`config.mk`:
```
export PLATFORM = sky130hd
export DESIGN_NAME = gf8_oka_mul_pipe
export DESIGN_NICKNAME = d
export VERILOG_FILES = /design/src/rtl/gf8_oka_mul_pipe.sv
export SDC_FILE = /design/constraint.sdc
export NUM_CORES = 1
export LEC_CHECK = 0
export ABC_AREA = 1
export CAP_MARGIN = 20
export CELL_PAD_IN_SITES_DETAIL_PLACEMENT = 0
export CELL_PAD_IN_SITES_GLOBAL_PLACEMENT = 2
export CORE_MARGIN = 3
export CORE_UTILIZATION = 32
export CTS_CLUSTER_DIAMETER = 60
export DETAILED_ROUTE_END_ITERATION = 6
export PLACE_DENSITY_LB_ADDON = 0.1
export SETUP_SLACK_MARGIN = 0.15
export SYNTH_ARGS = -nofsm -noshare
export SYNTH_HDL_FRONTEND = slang
export SYNTH_SLANG_ARGS = --single-unit
```
`constraint.sdc`:
```
create_clock -name clk -period 3.52 [get_ports clk]
set_input_delay 0.88 -clock clk [delete_from_list [all_inputs] [get_ports clk]]
set_output_delay 0.88 -clock clk [all_outputs]
set_load 0.05 [all_outputs]
```
`src/rtl/gf8_oka_mul_pipe.sv`:
```
// Three-stage GF(2^8) multiplier: operand capture, one-level Karatsuba carry-less product, modular reduction.
// Define GF8_MAC_EN to add in_last and XOR-accumulate products into one result per frame.
`timescale 1ns/1ps
module gf8_oka_mul_pipe #(
  parameter logic [8:0] POLY  = 9'h11B,
  parameter int         CNT_W = 16
) (
  input  logic             clk,
  input  logic             rst_n,
  input  logic             in_valid,
  output logic             in_ready,
  input  logic [7:0]       in_a,
  input  logic [7:0]       in_b,
`ifdef GF8_MAC_EN
  input  logic             in_last,
`endif
  output logic             out_valid,
  input  logic             out_ready,
  output logic [7:0]       out_y,
  output logic [CNT_W-1:0] op_count,
  output logic             busy
);

  function automatic logic [6:0] clmul4(input logic [3:0] x, input logic [3:0] y);
    logic [6:0] r;
    r = '0;
    for (int i = 0; i < 4; i++) begin
      if (y[i]) r = r ^ ({3'b000, x} << i);
    end
    return r;
  endfunction

  function automatic logic [7:0] gf_reduce(input logic [14:0] p);
    logic [14:0] r;
    r = p;
    for (int i = 14; i >= 8; i--) begin
      if (r[i]) r = r ^ ({6'b000000, POLY} << (i - 8));
    end
    return r[7:0];
  endfunction

  logic             advance;
  logic             v1_q, v2_q, out_valid_q;
  logic [7:0]       a1_q, b1_q;
  logic [14:0]      p2_q, p2_d;
  logic [7:0]       y_q, red_d;
  logic [CNT_W-1:0] cnt_q;
  logic [6:0]       hi_d, lo_d, mid_d;
`ifdef GF8_MAC_EN
  logic             l1_q, l2_q;
  logic [7:0]       acc_q;
`endif

  assign advance  = !out_valid_q || out_ready;
  assign in_ready = rst_n && advance;

  // Karatsuba: middle term recovered from (ah^al)(bh^bl) minus the two outer products.
  assign hi_d  = clmul4(a1_q[7:4], b1_q[7:4]);
  assign lo_d  = clmul4(a1_q[3:0], b1_q[3:0]);
  assign mid_d = clmul4(a1_q[7:4] ^ a1_q[3:0], b1_q[7:4] ^ b1_q[3:0]) ^ hi_d ^ lo_d;
  assign p2_d  = {hi_d, 8'h00} ^ {4'h0, mid_d, 4'h0} ^ {8'h00, lo_d};
  assign red_d = gf_reduce(p2_q);

  always_ff @(posedge clk) begin
    if (!rst_n) begin
      v1_q        <= 1'b0;
      v2_q        <= 1'b0;
      out_valid_q <= 1'b0;
      a1_q        <= '0;
      b1_q        <= '0;
      p2_q        <= '0;
      y_q         <= '0;
      cnt_q       <= '0;
`ifdef GF8_MAC_EN
      l1_q        <= 1'b0;
      l2_q        <= 1'b0;
      acc_q       <= '0;
`endif
    end else begin
      if (advance) begin
        v1_q <= in_valid && in_ready;
        a1_q <= in_a;
        b1_q <= in_b;
        v2_q <= v1_q;
        p2_q <= p2_d;
`ifdef GF8_MAC_EN
        l1_q        <= in_last;
        l2_q        <= l1_q;
        out_valid_q <= v2_q && l2_q;
        // Clearing on transfer is equivalent to clearing on accept: S3 cannot move while the result waits.
        if (v2_q) begin
          if (l2_q) begin
            y_q   <= acc_q ^ red_d;
            acc_q <= '0;
          end else begin
            acc_q <= acc_q ^ red_d;
          end
        end
`else
        out_valid_q <= v2_q;
        if (v2_q) y_q <= red_d;
`endif
      end
      if (out_valid_q && out_ready) cnt_q <= cnt_q + {{(CNT_W-1){1'b0}}, 1'b1};
    end
  end

  assign out_valid = out_valid_q;
  assign out_y     = y_q;
  assign op_count  = cnt_q;
  assign busy      = v1_q || v2_q || out_valid_q;

endmodule
```
# Yosys cells after proc, flatten, opt, wreduce, memory -nomap -nowiden
# Index checks and enable logic that the tools add are counted.
[word_totals]
ff_bits = 58
latch_bits = 0
ramBits = 0
rom_bits = 0
inputBits = 20
mem_count = 0
[classes]
n_addsub = 1
mul = 0
n_div = 0
order_cmp = 0
n_eq_ne = 0
n_shift = 0
n_mux = 19
bitwise_logic = 22
reduce_logical = 8
[ops]
columns = ["operator", "count"]
rows = [
  ["two-way mux 7 bit", 10],
  ["XOR 7 bit", 5],
  ["inverter 4 bit", 7],
  ["XOR 7 x 6 -> 7 bit", 3],
  ["adder 16 x 1 -> 16 bit (second input constant)", 1],
  ["XOR 15 x 11 -> 15 bit", 1],
  ["XOR 15 x 7 -> 15 bit", 1],
  ["XOR 4 x 5 -> 5 bit", 3],
  ["two-way mux 4 bit", 3],
  ["two-way mux 11 bit", 1],
  ["two-way mux 10 bit", 1],
  ["two-way mux 9 bit", 1],
  ["two-way mux 8 bit", 1],
  ["XOR 4 bit", 2],
  ["two-way mux 6 bit", 1],
  ["two-way mux 5 bit", 1],
  ["logical AND 1 bit", 3],
  ["logical OR 1 bit", 3],
  ["AND reduction 2 bit", 1],
  ["zero test 1 bit", 1],
]

# Depth between registers and ports, before layout
# Gate-level depths: netlist of run 1.
[depth]
word_depth = 14
mapped_depth = 15
mapped_depth_nobuf = 14

# Worst setup path before layout of run 1
# Ideal clock, no wire load.
[synth_timing]
path_type = "input to output"
startpoint = "input rst_n"
endpoint = "output in_ready"
arrival_time_ps = 1814
setup_slack_ps = 826
stages = 2
n_path_buf = 0
cell_sequence = "clkinv_1 > nor2_1"
[synth_between]
elab_chain_cells = 1
[synth_lines]
columns = ["element", "line", "source"]
rows = [
  ["start, declared", "9", "input logic rst_n,"],
  ["logical AND 1 bit", "55", "assign in_ready = rst_n && advance;"],
  ["end, declared", "11", "output logic in_ready,"],
]
# Every way passes these cells.

# Worst setup path after layout of run 1
# Ends and elaborated chain as after synthesis.

==> results.json, run 1 <==
{
  "hold_class": "register to register",
  "via_count": 3321,
  "syn_area_mm2": 0.00356,
  "utilization": 0.409,
  "startpoint_type": "input port",
  "placed_cell_area_mm2": 0.00414,
  "ys.warnings.count": 0,
  "crit_path_end": "in_ready",
  "n_antenna_cell": 0,
  "layout_setup_ws_ns": 0.748,
  "area_growth_syn_to_layout_pct": 21.3,
  "num_io_pins": 47,
  "timing.rr.end": "p2_q[1]",
  "firstDrtPassIters": 4,
  "critPathMaxStageDelay_ns": 0.48,
  "finalWirelength_um": 9140,
  "clockRootBuffer": "clkbuf_8",
  "grt_pass1_wl_um": 15400,
  "cp_num_buf_inv": 4,
  "p_total_mw": 1.80,
  "final_cell_mix": "nand2_1, inv_1, dfxtp_1, nor2_1, clkdlybuf4s50_1",
  "place_hpwl_um": 6930,
  "cts_tree": "built",
  "reg2reg_depth": 7,
  "hold_depth": 2,
  "grt_use_total": 0.154,
  "path_clk_slew_ns": 0.06,
  "rows": 37,
  "clock_path_buffers": 2,
  "drv_cap": 0,
  "ys.flop_type": "dfxtp_1",
  "wl_per_cell_um": 12.4,
  "worst_pin_slew_ns": 0.505,
  "mostFrequentLayoutCell": "nand2_1",
  "slew_headroom": 0.662,
  "final-max-slew-violation-count": 0,
  "worstPathMaxFanout": 4,
  "place_ws_ns": 0.752,
  "r2r_slack_ns": 1.73,
  "rsz0062_at_grt": "no",
  "dp.cells": 720,
  "grt-ovfl-total": 0,
  "detail-route-antenna-nets": 0,
  "hold_slack_ns": 0.474,
  "fmax_ghz": 0.361,
  "fp.dieH_um": 112,
  "die-area_mm2": 0.0124,
  "grt_max_degree": 42,
  "drc": 0,
  "drive_above_1_share": 0.0584,
  "ctsHoldBuffers": 0,
  "p_leak_nw": 1.99,
  "clk_latency_ns": 0.34,
  "status": "finished, final reports clean",
  "path_cells": "clkdlybuf4s50_1, clkinv_1, nor2_1, buf_4, buf_12",
  "grt_antenna_before_repair": 0,
  "clock-sinks": 58,
  "crit_slowest_cell": "clkdlybuf4s50_1",
  "worstPathArrival_ns": 1.89,
  "globalplace.congestion": 0.798,
  "r2r_start": "out_valid",
  "powerDensity_mw_per_mm2": 417,
  "crit_path_start": "rst_n",
  "setup_viol": 0,
  "final_area_mm2": 0.00432,
  "tns_ns": 0,
  "fin_crit_sh": 0.788,
  "core_area_mm2": 0.0106,
  "cpLargestDelayFamily": "buffers and inverters",
  "netlist_instances": 557,
  "final.fill_count": 1161,
  "drtIter0Drc": 147,
  "ir_drop_mv": 0.150,
  "post_cts_buffers": 0,
  "ys_types": 33,
  "start_util": 0.337,
  "instances_no_fill": 735,
  "multi_input_area_mm2": 0.00204,
  "viasPerCell": 4.52,
  "synth.net_count": 578,
  "path_class": "input port to output port",
  "end_kind": "output port",
  "ys_ff_latch": 58,
  "synth_edf_count": 0,
  "htreeDepth": 3,
  "hold_viol_final": 0,
  "nets": 616,
  "numCtsBuffers": 9,
  "die_w_um": 112,
  "io_buffers": 46,
  "synthArstFlopShare": 0,
  "cts-resized-gates": 0,
  "synth-seq-area-share": 0.326,
  "cp.depth": 5,
  "min_period_ns": 2.77,
  "ff_latch_area_mm2": 0.00116,
  "postSynthAreaPerCell_um2": 6.40,
  "cp.required_ns": 2.64,
  "skew_ns": 0.00626,
  "grt_pass1_vias": 3246
}
## cells in the mapped netlist (3+ instances only)
library cell  number  area share
nor2_2             4      0.0070
nand2_2            3      0.0053
nor2_1            50       0.053
clkbuf_1           9      0.0095
o211ai_1           3      0.0063
buf_2             14       0.020
dfxtp_1           58        0.33
xnor2_1           26       0.064
o21ai_0           37       0.052
nand2_1          179        0.19
nor3_1             3      0.0042
nand3_1           30       0.042
a21oi_1           28       0.039
xor2_1            18       0.044
nand3b_1           6       0.013
inv_1             68       0.072
## metal layers
| layer | GRT usage | part of all wire | up-vias |
|---|---|---|---|
| li1 | - | - | 1793 |
| met1 | 0.211 | 0.52 | 1463 |
| met2 | 0.240 | 0.43 | 54 |
| met3 | 0.0429 | 0.039 | 11 |
| met4 | 0.0422 | 0.012 | 0 |
| met5 | 0 | 0 | - |
## layout make-up
type	instances	area share
Multi-Input combinational cell	406	0.471
Sequential cell	58	0.269
Timing Repair Buffer	51	0.118
Inverter	69	0.0599
Tap cell	136	0.0394
Clock buffer	12	0.0336
Clock inverter	3	0.00927
## worst reg2reg max path: stages, from the launching register on
cell and delay [ns]:
dfxtp_1 0.38, inv_1 0.10, nor2_2 0.10, buf_4 0.36, inv_1 0.27, buf_4 0.25
o21ai_0 0.16, a21oi_1 0.05
## flip-flops by register name, indices dropped and copies added, names as in the netlist
register	flops
op_count	16
v2_q	1
b1_q	8
out_y	8
p2_q	15
out_valid	1
a1_q	8
v1_q	1
## worst min-delay path by stage
stage | from | endpoint | slack [ns]
5_1_grt | v1_q | v1_q | 0.50
6_report | out_y[4] | out_y[4] | 0.47
2_1_floorplan | v1_q | v1_q | 0.44
3_3_place_gp | out_y[4] | out_y[4] | 0.46
4_1_cts | v1_q | v1_q | 0.47
3_5_place_dp | v1_q | v1_q | 0.46
## cells by family after synthesis
group                      share of synthesized area
and+or+nand+nor                                0.331
buffers and inverters                          0.103
AOI/OAI and AO/OA                              0.111
DFF                                            0.326
xor gates and xnor gates                       0.125
adders and majority gates                    0.00351
## report_power, final
part / internal (mW) / leakage (nW) / switching, mW
clock network: 0.340 / 0.0962 / 0.268
logic: 0.180 / 1.42 / 0.259
registers: 0.699 / 0.476 / 0.0546
(Power assumes the default switching activity.)
==> run 2: changes to the inputs <==
- CORE_UTILIZATION: 32 -> 27
- clock period: 3.52 -> 2.2 ns (I/O delays scaled with it)
==> results.json, run 2 (synthesized netlist as in run 1, its figures left out) <==
{
  "clock_path_buffers": 2,
  "power.share.clock": 0.420,
  "rows": 41,
  "fp.dieH_um": 121,
  "grt_pass1_vias": 3234,
  "use_met1": 0.183,
  "drv_cap": 0,
  "cp.required_ns": 1.65,
  "r2r_start": "a1_q[7]",
  "swShare": 0.303,
  "num_io_pins": 47,
  "final-max-slew-violation-count": 0,
  "worst_pin_slew_ns": 0.502,
  "grt_use_total": 0.142,
  "rsz0062_at_grt": "no",
  "min_to": "out_y[4]",
  "min_period_ns": 2.00,
  "grt_antenna_before_repair": 0,
  "cpLargestDelayFamily": "buffers and inverters",
  "grt_util_met3": 0.0392,
  "ir_drop_mv": 0.481,
  "cts_tree": "built",
  "htreeDepth": 3,
  "finalWirelength_um": 9650,
  "busiest_layer": "met2",
  "place_ws_ns": -0.0815,
  "powerDensity_mw_per_mm2": 729,
  "path_clk_slew_ns": 0.05,
  "holdCritStartpoint": "out_y[4]",
  "fin_crit_sh": 0.910,
  "start_util": 0.279,
  "detail-route-antenna-nets": 0,
  "skew_ns": 0.00608,
  "drtIter0Drc": 134,
  "crit_slowest_cell": "clkdlybuf4s50_1",
  "worstPathMaxFanout": 2,
  "path_class": "register to output port",
  "reg2reg_depth": 10,
  "worstPathArrival_ns": 1.45,
  "final_area_mm2": 0.00454,
  "area_growth_syn_to_layout_pct": 27.5,
  "ctsHoldBuffers": 0,
  "drive_above_1_share": 0.0755,
  "final.fill_count": 1381,
  "setup_viol": 0,
  "place_hpwl_um": 7320,
  "slew_headroom": 0.665,
  "wl_per_cell_um": 12.3,
  "grt_pass1_wl_um": 15900,
  "hold_depth": 2,
  "utilization": 0.356,
  "cp_num_buf_inv": 1,
  "viasPerCell": 4.34,
  "placed_cell_area_mm2": 0.00427,
  "post_cts_buffers": 0,
  "globalplace.congestion": 0.769,
  "startpoint_type": "register",
  "clockRootBuffer": "clkbuf_16",
  "p_leak_nw": 2.27,
  "io_buffers": 46,
  "firstDrtPassIters": 4,
  "largest_reg_flops": 16,
  "hold_class": "register to register",
  "intPower_mw": 2.31,
  "final_cell_mix": "nand2_1, inv_1, dfxtp_1, nor2_1, o21ai_0",
  "die_w_um": 121,
  "hold_viol_final": 0,
  "core_area_mm2": 0.0128,
  "hold_slack_ns": 0.469,
  "timing.rr.end": "p2_q[9]",
  "combPwrFrac": 0.216,
  "die-area_mm2": 0.0146,
  "layout_setup_ws_ns": 0.198,
  "critPathMaxStageDelay_ns": 0.79,
  "numCtsBuffers": 9,
  "grt-ovfl-total": 0,
  "mostFrequentLayoutCell": "nand2_1",
  "clk_latency_ns": 0.34,
  "p_total_mw": 3.31,
  "via_count": 3388,
  "grt_max_degree": 42,
  "gr-usage-met2": 0.221,
  "nets": 626,
  "power_frac_seq": 0.364,
  "switchingPower_mw": 1.00,
  "r2r_slack_ns": 0.47,
  "n_antenna_cell": 0,
  "path_cells": "clkdlybuf4s50_1",
  "clock-sinks": 58,
  "end_kind": "output port",
  "fmax_ghz": 0.499,
  "drc": 0,
  "status": "finished, final reports clean"
}
run 2: cell count changes in the layout (fill, tap and decap cells not counted):
cell,previous run,this run
clkdlybuf4s50_1,45,19
dlygate4sd2_1,0,19
buf_4,5,15
clkbuf_16,0,9
clkbuf_8,10,1
dlymetal6s2s_1,0,6
buf_12,1,2
run 2: layer usage:
metal	share of wire	routed length (um)	up-vias
li1	-	-	1821
met1	0.49	4760	1503
met2	0.44	4290	49
met3	0.039	379	15
met4	0.022	216	0
met5	0	0	-
run 2: worst max-delay path by stage:
stage,from,end,slack (ns),cells after the start
after floorplan,rst_n,in_ready,0.17,2
after global placement,out_ready,op_count[15],-0.01,10
after detailed placement,out_ready,op_count[15],-0.08,10
after CTS,rst_n,in_ready,0.09,5
after global routing,out_y[3],out_y[3],0.15,1
final,out_y[3],out_y[3],0.20,1
run 2: worst min-delay path, delay by kind of cell (launching register included):
kind / cells / cell delay, ns
AO/OA/AOI/OAI: 1 / 0.06
AND/OR/NAND/NOR: 1 / 0.06
flip-flops: 1 / 0.30
run 2: area by class of cell:
class                   instances  area (um2)  share of cell area
repair buffers                 61         584               0.129
flip-flops and latches         58        1160               0.256
clock inverters                 3        40.0             0.00881
clock buffers                  12         246              0.0543
multi-input cells             406        2040               0.448
inverters                      69         259              0.0570
well taps                     172         215              0.0474
run 2: metrics by stage:
step	cells	setup TNS, ns
after detailed placement	766	-0.110
after floorplan	557	0
final	781	0
after CTS	781	0
after global placement	766	-0.0146
after global routing	781	0
run 2: power by group through the flow:
stage / clock network [mW] / logic, mW / registers [mW]
finish: 1.39 / 0.715 / 1.21
global placement: 0 / 0.727 / 1.23
detailed placement: 0 / 0.732 / 1.23
CTS: 1.45 / 0.731 / 1.21
global route: 1.49 / 0.822 / 1.22
floorplan: 0 / 0.523 / 1.23
run 2: what timing repair did:
item / 4_1_cts / 5_1_grt
endpoints found under the setup margin: 19 / 6
gates resized for setup: 19 / 6
pin swaps: 0 / 0
==> run 3: changes to the inputs <==
- ABC_AREA: 1 -> unset
- CORE_UTILIZATION: 27 -> 29
- GPL_TIMING_DRIVEN: unset -> 0
==> results.json, run 3 <==
{
  "synth_edf_count": 0,
  "cpLargestDelayFamily": "buffers and inverters",
  "path_cells": "buf_2, or2b_1, buf_6, clkbuf_8, and2_4, buf_8",
  "path_clk_slew_ns": 0.07,
  "ys_ff_latch": 58,
  "p_leak_nw": 1.70,
  "end_kind": "output port",
  "drv_cap": 0,
  "grt_pass1_wl_um": 12300,
  "status": "finished, final reports clean",
  "critPathMaxStageDelay_ns": 0.24,
  "postSynthAreaPerCell_um2": 8.14,
  "final-max-slew-violation-count": 0,
  "ctsHoldBuffers": 0,
  "cp_num_buf_inv": 4,
  "synth_common_cells": "nand2_1, xnor2_1, dfxtp_1, a21boi_0, clkbuf_1",
  "synthArstFlopShare": 0,
  "placed_cell_area_mm2": 0.00373,
  "clock_path_buffers": 2,
  "crit_slowest_cell": "or2b_1",
  "hold_slack_ns": 0.479,
  "final_cell_mix": "nand2_1, xnor2_1, dfxtp_1, a21boi_0",
  "worstPathArrival_ns": 1.47,
  "drtIter0Drc": 80,
  "ir_drop_mv": 0.332,
  "synth-compound-area-share": 0.120,
  "final.fill_count": 1116,
  "place_hpwl_um": 5730,
  "final_area_mm2": 0.00404,
  "htreeDepth": 3,
  "grt_use_total": 0.134,
  "fmax_ghz": 0.495,
  "worst_pin_slew_ns": 0.528,
  "area_growth_syn_to_layout_pct": 30.1,
  "die_w_um": 110,
  "numCtsBuffers": 9,
  "wl_per_cell_um": 12.9,
  "grt_antenna_before_repair": 0,
  "fin_crit_sh": 0.918,
  "startpoint_type": "input port",
  "grt_pass1_vias": 2402,
  "synth_most_common_cell": "nand2_1",
  "rsz0062_at_grt": "yes",
  "n_antenna_cell": 0,
  "powerDensity_mw_per_mm2": 745,
  "synth.area.mux_share": 0,
  "firstDrtPassIters": 4,
  "cp.required_ns": 1.65,
  "synth.net_count": 403,
  "via_count": 2523,
  "core_area_mm2": 0.0104,
  "setup_viol": 0,
  "clock-sinks": 58,
  "synth_area_leader_cell": "dfxtp_1",
  "largest_reg_flops": 16,
  "detail-route-antenna-nets": 0,
  "syn_area_mm2": 0.00311,
  "io_buffers": 45,
  "nets": 464,
  "hold_viol_final": 0,
  "synthXorXnorAreaFrac": 0.245,
  "ys.warnings.count": 0,
  "drc": 0,
  "synth-seq-area-share": 0.374,
  "slew_headroom": 0.648,
  "grt_max_degree": 11,
  "min_period_ns": 2.02,
  "synth_fa_ha_area_frac": 0.00403,
  "viasPerCell": 4.32,
  "hold_class": "register to register",
  "rows": 37,
  "grt-ovfl-total": 0,
  "mostFrequentLayoutCell": "nand2_1",
  "netlist_instances": 382,
  "ys_types": 27,
  "synth_top_family_by_area": "XOR/XNOR gates",
  "globalplace.congestion": 0.768,
  "skew_ns": 0.0183,
  "path_class": "input port to output port",
  "start_util": 0.300,
  "synthSimpleGateAreaFrac": 0.227,
  "synth_top_area_frac": 0.374,
  "fp.dieH_um": 110,
  "clockRootBuffer": "clkbuf_8",
  "drive_above_1_share": 0.0759,
  "synthTopCellsByArea": "dfxtp_1, xnor2_1, nand2_1",
  "ys.flop_type": "dfxtp_1",
  "die-area_mm2": 0.0120,
  "num_io_pins": 47,
  "clk_latency_ns": 0.35,
  "cts_tree": "built",
  "finalWirelength_um": 7520,
  "worstPathMaxFanout": 6
}
==> run 3: changes by cell type in the layout (fill, tap and decap cells not counted), moves of 20 or more <==
cell / before / now
a21boi_0: 0 / 26
a21oi_1: 28 / 5
inv_1: 68 / 1
nand2_1: 179 / 97
nand3_1: 30 / 10
nor2_1: 49 / 17
o21ai_0: 37 / 13
xnor2_1: 26 / 68
==> run 3: metrics by stage <==
stage	power, mW	util	setup TNS (ns)	std cells	setup WS (ns)
after floorplan	1.61	-	0	382	0.156
after global placement	1.76	0.360	-9.63	563	-1.31
after detailed placement	1.76	0.360	-9.99	563	-1.29
after CTS	3.06	0.386	0	582	0.0410
after global routing	3.16	0.390	0	584	0.128
final	3.01	0.390	0	584	0.180
==> run 3: power by group <==
part / switching, mW / internal [mW]
registers: 0.0533 / 1.11
logic: 0.291 / 0.276
clock network: 0.466 / 0.816
total: 0.811 / 2.20
==> run 3: cell type report <==
class	instances	area, um2	area share
multi-input combinational	299	1860	0.460
sequential	58	1170	0.288
timing repair buffer	50	477	0.118
tap	136	170	0.0421
clock buffer	12	155	0.0384
buffer	24	113	0.0278
clock inverter	4	97.6	0.0241
inverter	1	3.75	0.000928
==> run 3: layer usage <==
metal	up-vias	track usage	routed length, um
li1	1339	-	-
met1	1136	0.178	3850
met2	40	0.214	3300
met3	8	0.0305	270
met4	0	0.0481	97
met5	-	0	0
==> run 3: worst min-delay path: stages (launching register included) <==
cell and delay [ns]:
dfxtp_1 0.32, nand2_1 0.05, a21boi_0 0.06
==> run 3: path summary, 6_finish.rpt <==
| path | start | endpoint | slack [ns] | cells after the start |
|---|---|---|---|---|
| max | out_ready | in_ready | 0.18 | 6 |
| min | p2_q[0] | p2_q[0] | 0.48 | 2 |
| max reg2reg | out_valid | op_count[15] | 0.37 | 7 |
| min reg2reg | p2_q[0] | p2_q[0] | 0.48 | 2 |
==> run 3: repair_timing <==
| action | CTS | global route |
|---|---|---|
| setup endpoints to repair | 42 | 11 |
| gates resized for setup | 38 | 17 |
| buffers inserted | 3 | 2 |
| pin swaps | 0 | 0 |
==> run 3: cell families after synthesis <==
kind of cell	after synthesis
and+or+nand+nor	158
xor gates and xnor gates	87
DFF	58
AOI/OAI and AO/OA	53
buffers and inverters	25
adders and majority gates	1
